### config.mk
export PLATFORM = sky130hd
export DESIGN_NAME = button_reader
export DESIGN_NICKNAME = d
export VERILOG_FILES = /design/src/rtl/button_pkg.sv /design/src/rtl/sync_2ff.sv /design/src/rtl/button_reader.sv
export SDC_FILE = /design/constraint.sdc
export NUM_CORES = 1
export LEC_CHECK = 0
export CAP_MARGIN = 20
export CORE_ASPECT_RATIO = 1.4
export CORE_UTILIZATION = 50
export DETAILED_ROUTE_END_ITERATION = 7
export GPL_ROUTABILITY_DRIVEN = 0
export PLACE_DENSITY = 0.71
export SLEW_MARGIN = 10
export SYNTH_ARGS = -nofsm -noshare
export SYNTH_HDL_FRONTEND = slang
export SYNTH_HIERARCHICAL = 1
export SYNTH_SLANG_ARGS = --single-unit
### constraint.sdc
create_clock -name i_clk -period 2.6 [get_ports i_clk]
set_clock_uncertainty 0.2 [all_clocks]
set_input_delay 0.39 -clock i_clk [delete_from_list [all_inputs] [get_ports i_clk]]
set_output_delay 0.39 -clock i_clk [all_outputs]
set_load 0.03 [all_outputs]
### src/rtl/button_pkg.sv
// Shared constants for the button input path: debounce FSM state encoding,
// oscillator frequency and a ceil(log2) helper for sizing counters.
package button_pkg;

    localparam logic [1:0] ST_UP      = 2'd0;
    localparam logic [1:0] ST_WAIT_DN = 2'd1;
    localparam logic [1:0] ST_DOWN    = 2'd2;
    localparam logic [1:0] ST_WAIT_UP = 2'd3;

    localparam int unsigned CLK_HZ_HFOSC = 48000000;

    // Bits needed to hold 0..value-1; never less than 1.
    function automatic int unsigned clog2(input int unsigned value);
        int unsigned bits;
        bits = 1;
        for (int i = 1; i < 32; i++) begin
            if ((32'd1 << i) < value) begin
                bits = i + 1;
            end
        end
        return bits;
    endfunction

endpackage

### src/rtl/sync_2ff.sv
// Two-flop synchronizer for asynchronous pad inputs; resets to 0.
module sync_2ff (
    input  logic i_clk,
    input  logic i_rst_n,
    input  logic i_d,
    output logic o_q
);

    logic r_s1;
    logic r_s2;

    always_ff @(posedge i_clk or negedge i_rst_n) begin
        if (!i_rst_n) begin
            r_s1 <= 1'b0;
            r_s2 <= 1'b0;
        end else begin
            r_s1 <= i_d;
            r_s2 <= r_s1;
        end
    end

    assign o_q = r_s2;

endmodule

### src/rtl/button_reader.sv
// Debounced push-button reader: synchronizer, debounce FSM, press/release strobes, press counter.
// Define BUTTON_READER_LONG_PRESS_EN to enable long-press detection on o_long_pulse.
module button_reader
    import button_pkg::*;
#(
    parameter int unsigned DEBOUNCE_CYCLES = 480000,
    parameter int unsigned LONG_CYCLES     = 48000000,
    parameter bit          BTN_ACTIVE_LOW  = 1'b1
) (
    input  logic       i_clk,
    input  logic       i_rst_n,
    input  logic       i_btn_in,
    output logic       o_pressed,
    output logic       o_press_pulse,
    output logic       o_release_pulse,
    output logic       o_long_pulse,
    output logic [7:0] o_press_count
);

    localparam int unsigned CNT_W = clog2(DEBOUNCE_CYCLES);
    localparam logic [CNT_W-1:0] CNT_MAX = CNT_W'(DEBOUNCE_CYCLES - 1);

    if (DEBOUNCE_CYCLES < 2 || LONG_CYCLES <= DEBOUNCE_CYCLES) begin : g_bad_params
        $error("button_reader: need DEBOUNCE_CYCLES >= 2 and LONG_CYCLES > DEBOUNCE_CYCLES");
    end

    logic             w_act;
    logic             w_s2;
    logic [1:0]       r_state;
    logic [1:0]       w_state_nxt;
    logic [CNT_W-1:0] r_cnt;
    logic [CNT_W-1:0] w_cnt_nxt;
    logic             w_press_evt;
    logic             w_release_evt;
    logic             r_pressed;
    logic             r_press_pulse;
    logic             r_release_pulse;
    logic [7:0]       r_press_count;
    logic             w_long;

    assign w_act = i_btn_in ^ BTN_ACTIVE_LOW;

    sync_2ff u_sync (
        .i_clk   (i_clk),
        .i_rst_n (i_rst_n),
        .i_d     (w_act),
        .o_q     (w_s2)
    );

    always_comb begin
        w_state_nxt   = r_state;
        w_cnt_nxt     = r_cnt;
        w_press_evt   = 1'b0;
        w_release_evt = 1'b0;
        case (r_state)
            ST_UP: begin
                if (w_s2) begin
                    w_state_nxt = ST_WAIT_DN;
                    w_cnt_nxt   = '0;
                end
            end
            ST_WAIT_DN: begin
                if (!w_s2) begin
                    w_state_nxt = ST_UP;
                end else if (r_cnt == CNT_MAX) begin
                    w_state_nxt = ST_DOWN;
                    w_press_evt = 1'b1;
                end else begin
                    w_cnt_nxt = r_cnt + CNT_W'(1);
                end
            end
            ST_DOWN: begin
                if (!w_s2) begin
                    w_state_nxt = ST_WAIT_UP;
                    w_cnt_nxt   = '0;
                end
            end
            ST_WAIT_UP: begin
                if (w_s2) begin
                    w_state_nxt = ST_DOWN;
                end else if (r_cnt == CNT_MAX) begin
                    w_state_nxt   = ST_UP;
                    w_release_evt = 1'b1;
                end else begin
                    w_cnt_nxt = r_cnt + CNT_W'(1);
                end
            end
            default: w_state_nxt = ST_UP;
        endcase
    end

    always_ff @(posedge i_clk or negedge i_rst_n) begin
        if (!i_rst_n) begin
            r_state         <= ST_UP;
            r_cnt           <= '0;
            r_pressed       <= 1'b0;
            r_press_pulse   <= 1'b0;
            r_release_pulse <= 1'b0;
            r_press_count   <= 8'd0;
        end else begin
            r_state         <= w_state_nxt;
            r_cnt           <= w_cnt_nxt;
            r_pressed       <= (w_state_nxt == ST_DOWN) || (w_state_nxt == ST_WAIT_UP);
            r_press_pulse   <= w_press_evt;
            r_release_pulse <= w_release_evt;
            if (w_press_evt) begin
                r_press_count <= r_press_count + 8'd1;
            end
        end
    end

`ifdef BUTTON_READER_LONG_PRESS_EN
    localparam int unsigned LCNT_W = clog2(LONG_CYCLES);
    localparam logic [LCNT_W-1:0] LCNT_MAX = LCNT_W'(LONG_CYCLES - 1);

    logic [LCNT_W-1:0] r_lcnt;
    logic              r_long_done;
    logic              r_long_pulse;

    // Only an accepted press restarts the hold timer; a WAIT_UP bounce back to DOWN keeps it.
    always_ff @(posedge i_clk or negedge i_rst_n) begin
        if (!i_rst_n) begin
            r_lcnt       <= '0;
            r_long_done  <= 1'b0;
            r_long_pulse <= 1'b0;
        end else begin
            r_long_pulse <= 1'b0;
            if (w_press_evt) begin
                r_lcnt      <= '0;
                r_long_done <= 1'b0;
            end else if (r_state == ST_DOWN || r_state == ST_WAIT_UP) begin
                if (r_lcnt == LCNT_MAX) begin
                    if (!r_long_done) begin
                        r_long_pulse <= 1'b1;
                        r_long_done  <= 1'b1;
                    end
                end else begin
                    r_lcnt <= r_lcnt + LCNT_W'(1);
                end
            end
        end
    end

    assign w_long = r_long_pulse;
`else
    assign w_long = 1'b0;
`endif

    assign o_pressed       = r_pressed;
    assign o_press_pulse   = r_press_pulse;
    assign o_release_pulse = r_release_pulse;
    assign o_long_pulse    = w_long;
    assign o_press_count   = r_press_count;

endmodule

# Word level (Yosys, flattened, before mapping)
# Index checks and enable logic that the tools add are counted.
# W data, S select, Z words.
# totals
wordCells	42
out_inout_bits	12
input_bits	3
register_bits	34
# classes
n_reduce_logical	3
add_sub_neg	2
bitwise_logic	1
eq_ne	10
n_mux	18
# op_table
operator	n
$mux W19	5
$pmux W19 S4	1
$add A19 B1 Y19 const B	1
$eq A19 B19 Y1 const B	1
$mux W2	6
$add A8 B1 Y8 const B	1
$eq A2 B2 Y1 const B	4
$pmux W2 S4	1
$mux W1	5
$ne A2 B1 Y1 const B	2
$ne A2 B2 Y1 const B	2
$reduce_and A4 Y1	1
$eq A2 B1 Y1 const B	1
$logic_not A2 Y1	1
$logic_or A1 B1 Y1	1
$not A1 Y1	1

# Depth between registers and ports, before layout
# Gate-level depths: netlist of run 1.
# depth
depth_word	6
ltp_mapped	7
depth_no_buf	6

# Hierarchy
# The synthesis of run 1 kept the hierarchy.
# modules_own_cells
module	seq_area_each_um2	n_inst	area_each_um2	cells_each
button_reader	775.7	1	1624.1	161
sync_2ff	50.0	1	50.0	2

# Worst setup path before layout of run 1
# Ideal clock, no wire load.
# synth_path
kind	register to register
from	register r_cnt[10]
to	register r_cnt[8]
synth_period_minus_slack_ns	2.313
t_required_ns	2.279
slack_ns	0.287
stages_incl_launch_ff	8
n_path_buf	2
arrival_ns	1.992
setup_ns	0.121
cell_sequence	dfrtp_1 buf_6 or3b_1 or4_4 buf_6 nand3_1 mux2_1 a22o_1
# synth_between
elab_chain_len	4
word_cells_on_any_way	5
cone_classes	eq/ne (1); mux (4)
# synth_rtl
item	line_no	rtl
start: declaration	button_reader.sv:31	logic [CNT_W-1:0] r_cnt;
start signal: assignment	button_reader.sv:102	r_cnt <= w_cnt_nxt;
$eq A19 B19 Y1 (*)	button_reader.sv:65, button_reader.sv:81	
$mux W19 (*)	n/a	
$mux W19, on equally long branches	n/a	
$pmux W19 S4 (*)	n/a	
# Every way passes the cells marked *; elsewhere a longest branch is shown, timed or not. The select of a mux whose other input is x is not followed.
# A chain may end at the register's enable or synchronous reset.

# Worst setup path after layout of run 1
# layout_path
from	register r_cnt[12]
to	register r_cnt[3]
# The elaborated chain is that of the path after synthesis.

==> results of run 1 <==
==> area by class of cell <==
cell class	instances	share of cell area, %
clock buffer	6	3.70
clock inverter	2	0.511
inverter	6	1.15
multi-input combinational	118	40.3
sequential	33	42.1
tap	39	2.49
timing repair buffer	21	9.70
==> flip-flops by register name, indices dropped and copies added (netlist names) <==
signal	flops
o_release_pulse	1
u_sync/o_q	1
r_cnt	19
o_press_count	8
u_sync/r_s1	1
r_state	1
o_press_pulse	1
o_pressed	1
==> cells by family after synthesis <==
logic type                 share of synthesized area [%]
AOI/OAI and AO/OA                                   9.57
xor gates and xnor gates                            8.89
adders and majority gates                           1.49
buffers and inverters                               3.81
DFF                                                 49.3
muxes                                               3.59
other                                              0.224
and+or+nand+nor                                     23.1
==> worst paths after layout <==
path                               to         from  cells after the start
max                          r_cnt[3]    r_cnt[12]                      5
min                        u_sync/o_q  u_sync/r_s1                      0
max reg2reg                  r_cnt[3]    r_cnt[12]                      5
min reg2reg                u_sync/o_q  u_sync/r_s1                      0
max in group asynchronous    r_cnt[0]      i_rst_n                      2
min in group asynchronous   r_cnt[16]      i_rst_n                      2
==> cell usage in the layout, fill, tap and decap left out, drive strengths merged, types with 3 or more instances in the layout <==
cell type / count
nand2: 14
o211ai: 3
nor3: 4
nor4: 3
nor2: 15
inv: 6
a21oi: 4
nand4: 5
dfrtp: 33
buf: 8
clkdlybuf4s50: 13
clkbuf: 6
o21ai: 13
xnor2: 7
mux2: 5
and3: 4
a22o: 4
nand3: 10
xor2: 10
==> routing by layer <==
layer,vias up,track usage (%)
li1,611,-
met5,-,0
met1,623,26.1
met4,0,11.1
met2,24,39.8
met3,8,5.45
==> power by group through the flow <==
| stage | Combinational, uW | Clock (uW) | Sequential (uW) |
|---|---|---|---|
| after floorplan | 28.4 | 0 | 542 |
| after global placement | 50.9 | 0 | 544 |
| after detailed placement | 51.6 | 0 | 545 |
| after CTS | 51.7 | 379 | 535 |
| after global routing | 59.6 | 403 | 536 |
| final | 50.8 | 364 | 535 |
==> worst max-delay path: cells and delay by family, from the launching register on <==
family	cells	cell delay [ns]
mux	1	0.36
simple gates	2	0.87
compound gates	2	0.41
flops	1	0.42
==> stage by stage <==
| step | hold slack (ns) | setup WS (ns) | power (uW) |
|---|---|---|---|
| 3_3_place_gp | 0.135 | 0.267 | 595 |
| 4_1_cts | 0.162 | 0.237 | 966 |
| 5_1_grt | 0.170 | 0.126 | 999 |
| 3_5_place_dp | 0.146 | 0.261 | 596 |
| 2_1_floorplan | -0.106 | 0.287 | 570 |
| 6_report | 0.156 | 0.229 | 950 |
==> impl_metrics.py, run 1 <==
metrics = {
    "layout": {
        "fin_cells": 225,
        "regArea_sq_um": 826,
        "n_fill_cell": 280,
        "fin_util_pct": 62.2,
        "layout-drive-gt1-share_pct": 13.4,
        "area_delta_synth_final_pct": 17.1,
        "multi_input_area_sq_um": 791,
        "fin_area_sq_mm": 0.00196,
        "nets": 190,
        "antenna_cells": 0,
    },
    "sta": {
        "hold_viol_final": 0,
        "setup_viol": 0,
        "slew_violations": 0,
        "fin_crit_sh_pct": 91.2,
        "max_clock_freq_ghz": 0.422,
        "fin_setup_tns_ns": 0,
        "fin_crit_ns": 2.37,
        "rsz0062_at_grt": "false",
        "worstMarginPinSlew_ns": 0.678,
        "worst_slew_margin_rel_pct": 54.6,
    },
    "critical_path": {
        "cp_data_arrival_time_ns": 2.35,
        "worstPathRequired_ns": 2.57,
        "r2r_slack_ns": 0.23,
        "crit_path_max_incr_delay_ns": 0.50,
        "path_cells": "or3b_1, or4_4, o2111ai_1, mux2_2, a22o_1",
        "cp_slowest_cell": "or4_4",
        "crit_path_max_fanout": 9,
        "start_kind": "flip-flop",
        "path_class": "reg2reg",
        "worstSetupEndpointType": "flip-flop",
    },
    "global_route": {
        "track_usage_pct": 23.1,
        "grt-ovfl-total": 0,
        "grt_max_degree": 34,
        "grt_pass1_wl_um": 6090,
        "grt_pass1_vias": 1316,
        "antenna_found_initial": 0,
    },
    "synthesis": {
        "ys_types": 40,
        "synth_async_sr_flop_share_pct": 100,
        "syn_area_sq_mm": 0.00167,
        "yosys_warnings": 6,
        "synth_top_area_share_pct": 49.3,
        "synth-seq-area-share_pct": 49.3,
        "synth_most_common_cell": "dfrtp_1",
        "postSynthCellCount": 163,
        "avgSynthCellArea_sq_um": 10.3,
        "yosys.area.top_type": "dfrtp_1",
        "syn_nets": 168,
        "synth.area.top_cells": "dfrtp_1 49%, xor2_1 5.2%, xnor2_1 3.7%, o21ai_0 3.6%, nor2_1 3.1%",
        "ys_ff_latch": 33,
        "yosys_most_used_dff": "dfrtp_1",
        "synth_edf_count": 0,
        "synthTopCellsByCount": "33 x dfrtp_1, 14 x nor2_1, 13 x nand2_1, 12 x o21ai_0",
    },
    "hold_path": {
        "min_path_type": "reg2reg",
    },
    "floorplanning": {
        "num_io_pins": 15,
        "initial_core_util_pct": 53.1,
        "placementRows": 24,
        "design.die.area_sq_mm": 0.00359,
        "core_sq_mm": 0.00315,
        "die_height_um": 70.5,
        "die_w_um": 50.9,
    },
    "pwr": {
        "p_sw_uw": 223,
        "power_frac_clock_pct": 38.3,
        "switching_share_pct": 23.4,
        "vdd_drop_max_v": 0.000430,
        "power_frac_comb_pct": 5.3,
        "leakage_uw": 0.000907,
        "seq_power_share_pct": 56.3,
        "powerDensity_mw_per_mm2": 485,
        "internal-power_uw": 728,
    },
    "placed_design": {
        "port_buffers": 13,
        "placed_area_sq_mm": 0.00187,
        "dp_hpwl_um": 2490,
        "placed_cells": 217,
    },
    "job": {
        "drv_cap": 0,
    },
    "cts": {
        "clock_path_buffers": 2,
        "root_buffer": "clkbuf_8",
        "htree_levels": 2,
        "cts.clk_slew.worst_paths_ns": 0.07,
        "hold_buffers": 0,
        "cts_buffers": 5,
        "cts_tree": "yes",
        "worstSkewPairLatency_ns": 0.29,
        "cts_resized": 0,
        "cts.sinks": 33,
        "post_cts_buffers": 0,
    },
    "routing": {
        "drt_wl_total_um": 3400,
        "drtIter0Drc": 23,
        "via_count": 1266,
        "wl_met2_um": 1830,
        "first_pass_iters": 4,
        "viasPerCell": 5.63,
        "ant_nets": 0,
        "wl_per_cell_um": 15.1,
        "wl_met1_um": 1390,
        "remaining_drc_errors": 0,
        "top_layer": "met4",
        "wl_met3_um": 93,
    },
    "run_status": {
        "outcome": "completed",
    },
}
(Power assumes the default switching activity.)
==> inputs of run 2 (changes only) <==
--- a/config.mk
+++ b/config.mk
@@ -11,6 +11,7 @@
 export DETAILED_ROUTE_END_ITERATION = 7
 export GPL_ROUTABILITY_DRIVEN = 0
 export PLACE_DENSITY = 0.71
+export RECOVER_POWER = 50
 export SLEW_MARGIN = 10
 export SYNTH_ARGS = -nofsm -noshare
 export SYNTH_HDL_FRONTEND = slang
==> impl_metrics.py, run 2 (synthesis gave the netlist of run 1 again) <==
metrics = {
    "layout": {
        "antenna_cells": 0,
        "nets": 190,
        "largest-register": "r_cnt",
        "largest_reg_flops": 19,
        "layout-drive-gt1-share_pct": 13.4,
        "final_cell_mix": "33 x dfrtp_1, 14 x nor2_1, 13 x nand2_1",
        "layout_commonest_cell": "dfrtp_1",
        "area_delta_synth_final_pct": 17.0,
    },
    "routing": {
        "viasPerCell": 5.60,
        "remaining_drc_errors": 0,
        "via_count": 1261,
        "drtIter0Drc": 23,
        "first_pass_iters": 4,
        "ant_nets": 0,
        "wl_per_cell_um": 15.2,
        "drt_wl_total_um": 3410,
    },
    "cts": {
        "post_cts_buffers": 0,
        "worstSkewPairLatency_ns": 0.29,
        "cts_tree": "yes",
        "cts.sinks": 33,
        "clock_path_buffers": 2,
        "cts.clk_slew.worst_paths_ns": 0.07,
        "htree_levels": 2,
        "cts_buffers": 5,
        "root_buffer": "clkbuf_8",
    },
    "floorplanning": {
        "placementRows": 24,
        "core_sq_mm": 0.00315,
        "design.die.area_sq_mm": 0.00359,
        "num_io_pins": 15,
        "die_w_um": 50.9,
        "initial_core_util_pct": 53.1,
        "die_height_um": 70.5,
    },
    "pwr": {
        "leakage_uw": 0.000914,
        "vdd_drop_max_v": 0.000427,
        "powerDensity_mw_per_mm2": 484,
        "power.total_uw": 948,
    },
    "critical_path": {
        "path_class": "reg2reg",
        "cpLargestDelayFamily": "simple AND/OR/NAND/NOR gates",
        "cp.buffers_inverters": 0,
        "worstPathRequired_ns": 2.57,
        "worstSetupEndpointType": "flip-flop",
        "crit_path_max_incr_delay_ns": 0.49,
        "crit_path_max_fanout": 9,
        "r2r_cells": 5,
        "cp_slowest_cell": "or4_4",
        "cp_data_arrival_time_ns": 2.34,
        "r2r_slack_ns": 0.24,
        "r2r_start": "r_cnt[12]",
        "r2r_end": "r_cnt[3]",
        "path_cells": "or3b_1, or4_4, o2111ai_1, mux2_2, a22o_1",
        "start_kind": "flip-flop",
    },
    "placed_design": {
        "dp_slack_ns": 0.261,
        "dp_hpwl_um": 2490,
        "port_buffers": 13,
    },
    "hold_path": {
        "hold_end": "u_sync/o_q",
        "min_path_cells": 0,
        "min_path_type": "reg2reg",
        "min_from": "u_sync/r_s1",
    },
    "global_route": {
        "grt_max_degree": 34,
        "grt-ovfl-total": 0,
        "grt_pass1_wl_um": 6090,
        "grt_pass1_vias": 1316,
        "track_usage_pct": 23.1,
        "antenna_found_initial": 0,
    },
    "sta": {
        "timing.hold.ws_ns": 0.156,
        "worst_slew_margin_rel_pct": 45.8,
        "slew_violations": 0,
        "hold_viol_final": 0,
        "setup_viol": 0,
        "fin_crit_ns": 2.36,
        "fin_crit_sh_pct": 90.8,
        "worstMarginPinSlew_ns": 0.813,
        "fin_setup_tns_ns": 0,
        "rsz0062_at_grt": "false",
        "setup_ws_ns": 0.239,
        "max_clock_freq_ghz": 0.424,
    },
    "job": {
        "drv_cap": 0,
    },
    "run_status": {
        "outcome": "completed",
    },
}
run 2: repair_timing:
item,4_1_cts,5_1_grt
endpoints found under the hold margin,0,0
setup endpoints to repair,0,1
hold buffers,0,0
gates resized for setup,0,1
run 2: worst register-to-register path: cells and delay by family, from the launching register on:
| family | cells | cell delay, ns |
|---|---|---|
| compound gates | 2 | 0.41 |
| flops | 1 | 0.42 |
| mux | 1 | 0.36 |
| simple gates | 2 | 0.86 |
run 2: worst max path at each step:
| stage | depth (start not counted) | from | end | slack [ns] |
|---|---|---|---|---|
| after global routing | 6 | r_cnt[0] | r_cnt[3] | 0.13 |
| after global placement | 6 | r_cnt[0] | r_cnt[16] | 0.27 |
| final | 5 | r_cnt[12] | r_cnt[3] | 0.24 |
| after floorplan | 7 | r_cnt[10] | r_cnt[8] | 0.29 |
| after detailed placement | 5 | r_cnt[12] | r_cnt[3] | 0.26 |
| after CTS | 5 | r_cnt[12] | r_cnt[3] | 0.24 |
run 2: layout make-up:
cell class | instances | area (sq um)
clock buffer | 6 | 72.6
tap | 39 | 48.8
fill | 281 | 1190
inverter | 6 | 22.5
multi-input combinational | 118 | 791
timing repair buffer | 21 | 188
clock inverter | 2 | 10.0
sequential | 33 | 826
run 2: metal layers:
metal	part of all wire [%]	GRT usage, %	up-vias
met5	0	0	-
met1	41	26.1	614
met4	2.5	11.1	0
met2	53	39.8	28
li1	-	-	611
met3	3.0	5.45	8
run 2: through the flow:
stage	cells	util [%]	cell area, sq um
final	225	62.1	1960
after global routing	225	62.1	1960
after CTS	225	62.0	1950
after detailed placement	217	59.4	1870
after global placement	217	59.4	1870
after floorplan	163	-	1670
run 2: power breakdown:
part,internal [uW],switching (uW),total (uW)
registers,524,11.2,535
clock network,185,179,364
logic,17.6,32.1,49.7
==> inputs of run 3 (changes only) <==
--- a/config.mk
+++ b/config.mk
@@ -8,6 +8,7 @@
 export CAP_MARGIN = 20
 export CORE_ASPECT_RATIO = 1.4
 export CORE_UTILIZATION = 50
+export CTS_CLUSTER_DIAMETER = 50
 export DETAILED_ROUTE_END_ITERATION = 7
 export GPL_ROUTABILITY_DRIVEN = 0
 export PLACE_DENSITY = 0.71
==> results of run 3 <==
No change in the layout: final DEF, timing and power equal those of run 2.
